==> config.mk <==
export PLATFORM = sky130hd
export DESIGN_NAME = level_sequencer_flat
export DESIGN_NICKNAME = d
export VERILOG_FILES = /design/src/rtl/level_sequencer_pkg.sv /design/src/rtl/level_sequencer_if.sv /design/src/rtl/level_sequencer_frame_timer.sv /design/src/rtl/level_sequencer.sv /design/src/flat_wrapper.sv
export SDC_FILE = /design/constraint.sdc
export NUM_CORES = 1
export LEC_CHECK = 0
export CORE_ASPECT_RATIO = 2
export CORE_MARGIN = 2
export CORE_UTILIZATION = 29
export DETAILED_ROUTE_END_ITERATION = 10
export GPL_ROUTABILITY_DRIVEN = 0
export GPL_TIMING_DRIVEN = 0
export PLACE_DENSITY = 0.46
export SETUP_SLACK_MARGIN = 0.05
export SYNTH_ARGS = -nofsm -noshare
export SYNTH_HDL_FRONTEND = slang
export SYNTH_SLANG_ARGS = --single-unit
==> constraint.sdc <==
create_clock -name Clk -period 3.5 [get_ports Clk]
set_input_delay 0.7 -clock Clk [delete_from_list [all_inputs] [get_ports Clk]]
set_output_delay 0.7 -clock Clk [all_outputs]
set_load 0.005 [all_outputs]
==> src/rtl/level_sequencer_pkg.sv <==
// Shared types and widths for the level sequencer: FSM states, counter widths
// and a saturating score adder.
package level_pkg;

  typedef enum logic [2:0] {
    IDLE,
    LOAD,
    PLAY,
    DEATH,
    CLEAR,
    GAME_OVER,
    WIN
  } state_e;

  localparam int NUM_HOMES = 5;
  localparam int LEVEL_W   = 8;
  localparam int TIME_W    = 11;
  localparam int SCORE_W   = 16;
  localparam int LIVES_W   = 3;
  localparam int PAUSE_W   = 8;

  localparam logic [NUM_HOMES-1:0] ALL_HOMES = '1;

  // Score never wraps: an overflowing add pins the result at all-ones.
  function automatic logic [SCORE_W-1:0] sat_add(input logic [SCORE_W-1:0] a,
                                                 input logic [SCORE_W-1:0] b);
    logic [SCORE_W:0] sum;
    sum = {1'b0, a} + {1'b0, b};
    return sum[SCORE_W] ? '1 : sum[SCORE_W-1:0];
  endfunction

endpackage

==> src/rtl/level_sequencer_if.sv <==
// Event inputs from the frog/collision logic and status outputs to the lane
// movers and HUD, bundled as one port.
interface level_sequencer_if;
  import level_pkg::*;

  logic                 frame_tick;
  logic                 Start;
  logic                 FrogDied;
  logic                 FrogHome;
  logic [2:0]           HomeSlot;
  logic [LEVEL_W-1:0]   Level;
  logic                 LevelLoad;
  logic                 FrogRespawn;
  logic                 Running;
  logic [LIVES_W-1:0]   Lives;
  logic [NUM_HOMES-1:0] HomesFilled;
  logic [TIME_W-1:0]    TimeLeft;
  logic [SCORE_W-1:0]   Score;
  logic                 GameOver;
  logic                 GameWon;

  modport master (
    output frame_tick, Start, FrogDied, FrogHome, HomeSlot,
    input  Level, LevelLoad, FrogRespawn, Running, Lives, HomesFilled,
           TimeLeft, Score, GameOver, GameWon
  );

  modport slave (
    input  frame_tick, Start, FrogDied, FrogHome, HomeSlot,
    output Level, LevelLoad, FrogRespawn, Running, Lives, HomesFilled,
           TimeLeft, Score, GameOver, GameWon
  );
endinterface

==> src/rtl/level_sequencer_frame_timer.sv <==
// Loadable down-counter stepped by frame ticks; expire_o flags the tick that
// takes the count from 1 to 0.
module frame_timer #(
  parameter int unsigned      W         = 11,
  parameter logic [W-1:0]     RESET_VAL = '0
) (
  input  logic         Clk,
  input  logic         Reset_n,
  input  logic         load_i,
  input  logic [W-1:0] load_val_i,
  input  logic         tick_i,
  output logic [W-1:0] count_o,
  output logic         expire_o
);

  logic [W-1:0] count_q, count_d;

  // NOTE: every variable written here gets a default first, so no path can
  // leave it unassigned and infer a latch.
  always_comb begin
    count_d = count_q;
    if (load_i) begin
      count_d = load_val_i;
    end else if (tick_i && (count_q != '0)) begin
      count_d = count_q - 1'b1;
    end
  end

  // NOTE: reset is sampled on the clock edge (synchronous), and state is
  // updated with non-blocking assignments so all registers see pre-edge values.
  always_ff @(posedge Clk) begin
    if (!Reset_n) begin
      count_q <= RESET_VAL;
    end else begin
      count_q <= count_d;
    end
  end

  assign count_o  = count_q;
  assign expire_o = tick_i && (count_q == W'(1));

endmodule

==> src/rtl/level_sequencer.sv <==
// Game-progress FSM: sequences title, load, play, pauses and end states, and
// keeps lives, filled homes, round timer and score.
module level_sequencer
  import level_pkg::*;
#(
  parameter int START_LIVES  = 3,
  parameter int MAX_LEVEL    = 3,
  parameter int ROUND_FRAMES = 1800,
  parameter int PAUSE_FRAMES = 60,
  parameter int HOME_PTS     = 50,
  parameter int LEVEL_PTS    = 1000
) (
  input  logic               Clk,
  input  logic               Reset_n,
  level_sequencer_if.slave   bus
);

  state_e               state_q, state_d;
  logic [LEVEL_W-1:0]   level_q, level_d;
  logic [LIVES_W-1:0]   lives_q, lives_d;
  logic [NUM_HOMES-1:0] homes_q, homes_d;
  logic [SCORE_W-1:0]   score_q, score_d;
  logic                 respawn_q, respawn_d;

  logic                 time_load, time_tick, time_out;
  logic                 pause_load, pause_tick, pause_done;
  logic [TIME_W-1:0]    time_left;
  logic [PAUSE_W-1:0]   pause_left_unused;
  logic [NUM_HOMES-1:0] slot_mask;
  logic                 slot_ok;

  frame_timer #(.W(TIME_W), .RESET_VAL(TIME_W'(ROUND_FRAMES))) u_round (
    .Clk        (Clk),
    .Reset_n    (Reset_n),
    .load_i     (time_load),
    .load_val_i (TIME_W'(ROUND_FRAMES)),
    .tick_i     (time_tick),
    .count_o    (time_left),
    .expire_o   (time_out)
  );

  frame_timer #(.W(PAUSE_W), .RESET_VAL(PAUSE_W'(PAUSE_FRAMES))) u_pause (
    .Clk        (Clk),
    .Reset_n    (Reset_n),
    .load_i     (pause_load),
    .load_val_i (PAUSE_W'(PAUSE_FRAMES)),
    .tick_i     (pause_tick),
    .count_o    (pause_left_unused),
    .expire_o   (pause_done)
  );

  // Out-of-range slots produce an empty mask and so never count as valid.
  assign slot_mask = (bus.HomeSlot < 3'(NUM_HOMES)) ? (NUM_HOMES'(1) << bus.HomeSlot) : '0;
  assign slot_ok   = (slot_mask != '0) && ((homes_q & slot_mask) == '0);

  always_comb begin
    state_d    = state_q;
    level_d    = level_q;
    lives_d    = lives_q;
    homes_d    = homes_q;
    score_d    = score_q;
    respawn_d  = 1'b0;
    time_load  = 1'b0;
    time_tick  = 1'b0;
    pause_load = 1'b0;
    pause_tick = 1'b0;

    unique case (state_q)
      IDLE: if (bus.Start) state_d = LOAD;
      LOAD: state_d = PLAY;
      PLAY: begin
        time_tick = bus.frame_tick;
        if (bus.FrogDied || (bus.FrogHome && !slot_ok) || time_out) begin
          lives_d    = (lives_q != '0) ? lives_q - 1'b1 : '0;
          pause_load = 1'b1;
          state_d    = DEATH;
        end else if (bus.FrogHome) begin
          homes_d = homes_q | slot_mask;
          score_d = sat_add(score_q, SCORE_W'(HOME_PTS));
          if (homes_d == ALL_HOMES) begin
            score_d    = sat_add(score_d, SCORE_W'(LEVEL_PTS));
            pause_load = 1'b1;
            state_d    = CLEAR;
          end else begin
            respawn_d = 1'b1;
            time_load = 1'b1;
          end
        end
      end
      DEATH: begin
        pause_tick = bus.frame_tick;
        if (pause_done) begin
          if (lives_q == '0) begin
            state_d = GAME_OVER;
          end else begin
            respawn_d = 1'b1;
            time_load = 1'b1;
            state_d   = PLAY;
          end
        end
      end
      CLEAR: begin
        pause_tick = bus.frame_tick;
        if (pause_done) begin
          if (level_q >= LEVEL_W'(MAX_LEVEL)) begin
            state_d = WIN;
          end else begin
            level_d = level_q + 1'b1;
            state_d = LOAD;
          end
        end
      end
      GAME_OVER, WIN: begin
        if (bus.Start) begin
          level_d = LEVEL_W'(1);
          lives_d = LIVES_W'(START_LIVES);
          score_d = '0;
          state_d = LOAD;
        end
      end
      default: state_d = IDLE;
    endcase

    // Entering LOAD prepares the new attempt so LOAD-cycle outputs are fresh.
    if (state_d == LOAD) begin
      respawn_d = 1'b1;
      time_load = 1'b1;
      homes_d   = '0;
    end
  end

  always_ff @(posedge Clk) begin
    if (!Reset_n) begin
      state_q   <= IDLE;
      level_q   <= LEVEL_W'(1);
      lives_q   <= LIVES_W'(START_LIVES);
      homes_q   <= '0;
      score_q   <= '0;
      respawn_q <= 1'b0;
    end else begin
      state_q   <= state_d;
      level_q   <= level_d;
      lives_q   <= lives_d;
      homes_q   <= homes_d;
      score_q   <= score_d;
      respawn_q <= respawn_d;
    end
  end

  assign bus.Level       = level_q;
  assign bus.LevelLoad   = (state_q == LOAD);
  assign bus.FrogRespawn = respawn_q;
  assign bus.Running     = (state_q == PLAY);
  assign bus.Lives       = lives_q;
  assign bus.HomesFilled = homes_q;
  assign bus.TimeLeft    = time_left;
  assign bus.Score       = score_q;
  assign bus.GameOver    = (state_q == GAME_OVER);
  assign bus.GameWon     = (state_q == WIN);

endmodule

==> src/flat_wrapper.sv <==
// flat-port wrapper written by rule: the top's interface ports become plain ports
module level_sequencer_flat import level_pkg::*;
#(
  parameter int START_LIVES  = 3,
  parameter int MAX_LEVEL    = 3,
  parameter int ROUND_FRAMES = 1800,
  parameter int PAUSE_FRAMES = 60,
  parameter int HOME_PTS     = 50,
  parameter int LEVEL_PTS    = 1000
)
  (Clk, Reset_n, bus_frame_tick, bus_Start, bus_FrogDied, bus_FrogHome, bus_HomeSlot, bus_Level, bus_LevelLoad, bus_FrogRespawn, bus_Running, bus_Lives, bus_HomesFilled, bus_TimeLeft, bus_Score, bus_GameOver, bus_GameWon);
  level_sequencer_if bus_i ();
  input  logic Clk;
  input  logic Reset_n;
  input wire logic [$bits(bus_i.frame_tick)-1:0] bus_frame_tick;
  input wire logic [$bits(bus_i.Start)-1:0] bus_Start;
  input wire logic [$bits(bus_i.FrogDied)-1:0] bus_FrogDied;
  input wire logic [$bits(bus_i.FrogHome)-1:0] bus_FrogHome;
  input wire logic [$bits(bus_i.HomeSlot)-1:0] bus_HomeSlot;
  output wire logic [$bits(bus_i.Level)-1:0] bus_Level;
  output wire logic [$bits(bus_i.LevelLoad)-1:0] bus_LevelLoad;
  output wire logic [$bits(bus_i.FrogRespawn)-1:0] bus_FrogRespawn;
  output wire logic [$bits(bus_i.Running)-1:0] bus_Running;
  output wire logic [$bits(bus_i.Lives)-1:0] bus_Lives;
  output wire logic [$bits(bus_i.HomesFilled)-1:0] bus_HomesFilled;
  output wire logic [$bits(bus_i.TimeLeft)-1:0] bus_TimeLeft;
  output wire logic [$bits(bus_i.Score)-1:0] bus_Score;
  output wire logic [$bits(bus_i.GameOver)-1:0] bus_GameOver;
  output wire logic [$bits(bus_i.GameWon)-1:0] bus_GameWon;
  assign bus_i.frame_tick = bus_frame_tick;
  assign bus_i.Start = bus_Start;
  assign bus_i.FrogDied = bus_FrogDied;
  assign bus_i.FrogHome = bus_FrogHome;
  assign bus_i.HomeSlot = bus_HomeSlot;
  assign bus_Level = bus_i.Level;
  assign bus_LevelLoad = bus_i.LevelLoad;
  assign bus_FrogRespawn = bus_i.FrogRespawn;
  assign bus_Running = bus_i.Running;
  assign bus_Lives = bus_i.Lives;
  assign bus_HomesFilled = bus_i.HomesFilled;
  assign bus_TimeLeft = bus_i.TimeLeft;
  assign bus_Score = bus_i.Score;
  assign bus_GameOver = bus_i.GameOver;
  assign bus_GameWon = bus_i.GameWon;
  level_sequencer #(.START_LIVES(START_LIVES), .MAX_LEVEL(MAX_LEVEL), .ROUND_FRAMES(ROUND_FRAMES), .PAUSE_FRAMES(PAUSE_FRAMES), .HOME_PTS(HOME_PTS), .LEVEL_PTS(LEVEL_PTS)) u_core (.Clk(Clk), .Reset_n(Reset_n), .bus(bus_i));
endmodule
==> results.sh <==
export IMPL_met3_usage=0.0221
export IMPL_yosys_area_top_type="dfxtp_1"
export IMPL_cts_inserted_buffers=5
export IMPL_powerDensity_nw_per_um2=327
export IMPL_clk_latency_ns=0.30
export IMPL_path_clk_slew_ns=0.07
export IMPL_fin_crit_sh=0.927
export IMPL_arrival_ns=3.41
export IMPL_synthCells=425
export IMPL_wire_per_inst_microns=17.2
export IMPL_critPathTopFamily="compound AO/OA/AOI/OAI gates"
export IMPL_max_freq_mhz=308
export IMPL_synth_top_area_share=0.319
export IMPL_vias_per_cell=5.42
export IMPL_cp_end_kind="flop"
export IMPL_setup_viol=0
export IMPL_antenna_cells=0
export IMPL_place_hpwl_microns=8490
export IMPL_crit_fanout=10
export IMPL_yosys_warnings=0
export IMPL_grt_busiest_layer="met2"
export IMPL_synth_top_cells_by_area="dfxtp_1 (32%), nand2_1 (4.3%), nor2_1 (4.3%)"
export IMPL_drt_initial_drc_count=114
export IMPL_crit_type="in -> reg"
export IMPL_synth_fp_nets=441
export IMPL_area_growth_pct=24.8
export IMPL_synth_seq_area_share=0.319
export IMPL_path_buf_inv=2
export IMPL_timing_setup_tns_ns=0
export IMPL_post_synth_top_count_cell="dfxtp_1"
export IMPL_ys_ff_latch=55
export IMPL_dr_pass1_iters=4
export IMPL_max_slew_margin=0.329
export IMPL_fin_nets=502
export IMPL_worstMarginPinSlew_ns=1.00
export IMPL_synth_cell_area_sq_um=3450
export IMPL_cts_hold_buf=0
export IMPL_cts_tree="done"
export IMPL_ys_flop_type="dfxtp_1"
export IMPL_route_antenna_remaining_nets=0
export IMPL_grt_pass1_vias=3381
export IMPL_setup_ws_ns=0.257
export IMPL_crit_slowest_cell="a32oi_1"
export IMPL_ir_worst_vdd_mv=0.187
export IMPL_cts_sinks=55
export IMPL_ys_async_sr_fraction=0
export IMPL_drv_slew=0
export IMPL_die_y_microns=158
export IMPL_ios=57
export IMPL_power_mw=1.41
export IMPL_dieArea_sq_um=12800
export IMPL_drive_gt1_frac=0.0619
export IMPL_synth_distinct_cells=64
export IMPL_syn_avg_cell_area_sq_um=8.12
export IMPL_cts_root_buf="clkbuf_16"
export IMPL_drv_cap=0
export IMPL_cts_buffer_depth=2
export IMPL_route_vias_total=3417
export IMPL_grt_first_pass_wirelength_microns=17300
export IMPL_crit_chain="clkdlybuf4s50_1 -> nor3b_1 -> o21ai_0 -> a32oi_1 -> a21boi_0 -> o31ai_4 -> buf_6 -> nor3_1"
export IMPL_cp_start_kind="input pin"
export IMPL_ctsResizeCount=0
export IMPL_synth_edff_count=0
export IMPL_status="finished clean"
export IMPL_post_route_cell_area_sq_um=4310
export IMPL_grt_usage=0.177
export IMPL_overflow=0
export IMPL_post_cts_setup_buffer_count=0
export IMPL_required_ns=3.66
export IMPL_routed_wl_microns=10800
export IMPL_hold_class="reg -> reg"
export IMPL_use_met1=0.179
export IMPL_max_stage_delay_ns=0.68
export IMPL_core_sq_um=11700
export IMPL_finalHoldViolCount=0
export IMPL_numPortBuffers=54
export IMPL_rsz0062_at_grt="false"
export IMPL_die_w_microns=81.2
export IMPL_fin_util=0.368
export IMPL_h_tree_depth=2
export IMPL_place_ws_ns=0.00403
export IMPL_fin_skew_ns=0.00528
export IMPL_drc_errors=0
export IMPL_num_rows=56
export IMPL_gr_usage_met2=0.352
export IMPL_min_period_ns=3.24
export IMPL_dpl_instance_area_sq_um=4170
export IMPL_start_util=0.295
export IMPL_ys_top_cells_by_count="dfxtp_1 (55), nand2_1 (40), nor2_1 (40)"
export IMPL_p_leak_nw=1.47
export IMPL_grt_max_degree=15
export IMPL_antenna_found_initial=0
-- metal layers --
| metal | part of all wire | up-vias |
|---|---|---|
| met4 | 0.019 | 0 |
| met5 | 0 | - |
| met2 | 0.59 | 70 |
| met1 | 0.36 | 1651 |
| met3 | 0.024 | 13 |
| li1 | - | 1683 |
-- cell usage in the layout (no fill, tap or decap), types with 3 or more instances in the layout --
| master | synthesis | layout |
|---|---|---|
| dfxtp_1 | 55 | 55 |
| clkdlybuf4s50_1 | 0 | 54 |
| nor2_1 | 40 | 40 |
| nand2_1 | 40 | 40 |
| a21oi_1 | 26 | 26 |
| nand3_1 | 21 | 21 |
| o21ai_0 | 21 | 21 |
| xnor2_1 | 17 | 17 |
| nor3_1 | 17 | 17 |
| xor2_1 | 15 | 15 |
| clkbuf_1 | 12 | 13 |
| and3_1 | 12 | 12 |
| inv_1 | 10 | 10 |
| nand4_1 | 7 | 7 |
| nor2b_1 | 7 | 7 |
| ha_1 | 7 | 7 |
| buf_2 | 6 | 6 |
| mux2i_1 | 6 | 6 |
| a211oi_1 | 6 | 6 |
| a21boi_0 | 6 | 6 |
| and2_1 | 5 | 5 |
| nor3b_1 | 5 | 5 |
| o21a_1 | 5 | 5 |
| or3_1 | 5 | 5 |
| clkbuf_16 | 0 | 5 |
| a31oi_1 | 5 | 4 |
| nand3b_1 | 4 | 4 |
| nor4_1 | 4 | 4 |
| a211o_1 | 4 | 4 |
| a32o_1 | 3 | 3 |
| a311oi_1 | 3 | 3 |
| or2_2 | 3 | 3 |
| nand4b_1 | 3 | 3 |
| or4_1 | 3 | 3 |
| mux2_2 | 3 | 3 |
-- worst paths after layout --
kind | from | end | slack (ns) | cells after the start
worst max register to register | u_core.bus.Score[1]$_SDFFE_PN0P_ | u_core.bus.Score[13]$_SDFFE_PN0P_ | 0.29 | 8
worst min register to register | u_core.bus.Level[2]$_SDFFE_PN0P_ | u_core.bus.Level[2]$_SDFFE_PN0P_ | 0.46 | 2
worst max-delay path | bus_HomeSlot[2] | u_core.u_round.count_o[7]$_SDFFE_PP0P_ | 0.26 | 8
worst min-delay path | u_core.bus.Level[2]$_SDFFE_PN0P_ | u_core.bus.Level[2]$_SDFFE_PN0P_ | 0.46 | 2
-- logic make-up after synthesis --
| family | share of synthesized area |
|---|---|
| buffers and inverters | 0.0391 |
| multiplexers | 0.0272 |
| XOR/XNOR | 0.0812 |
| AND/OR/NAND/NOR | 0.294 |
| flip-flops | 0.319 |
| AO/OA/AOI/OAI | 0.214 |
| adder cells (fa/ha/maj) | 0.0254 |
-- stage by stage --
stage,hold slack [ns],std cells
floorplan,0.440,425
global placement,0.459,624
detailed placement,0.461,624
global route,0.479,630
CTS,0.473,630
finish,0.463,630
-- state kept, by name (all words and copies together) (netlist names) --
signal	cells
u_core.bus.Level	8
u_core.bus.Score	16
u_core.bus.FrogRespawn	1
u_core.u_round.count_o	11
u_core.bus.Lives	3
u_core.bus.HomesFilled	5
u_core.u_pause.count_o	8
u_core.state_q	3
-- report_power, final --
group          internal (mW)  switching, mW
registers              0.645         0.0193
logic                  0.110          0.145
clock network          0.259          0.232
-- tightest hold or removal path: stages (launching register included) --
cell and delay, ns:
dfxtp_1 0.33, nand2_1 0.06, nor2_1 0.03
-- final cells by class --
class	instances	area (sq um)
Timing Repair Buffer	54	541
Buffer	20	97.6
Sequential cell	55	1100
Clock buffer	6	129
Inverter	10	37.5
Tap cell	145	181
Fill cell	1239	7390
Multi-Input combinational cell	340	2220
Note: power is estimated with default switching activity, not from simulation.
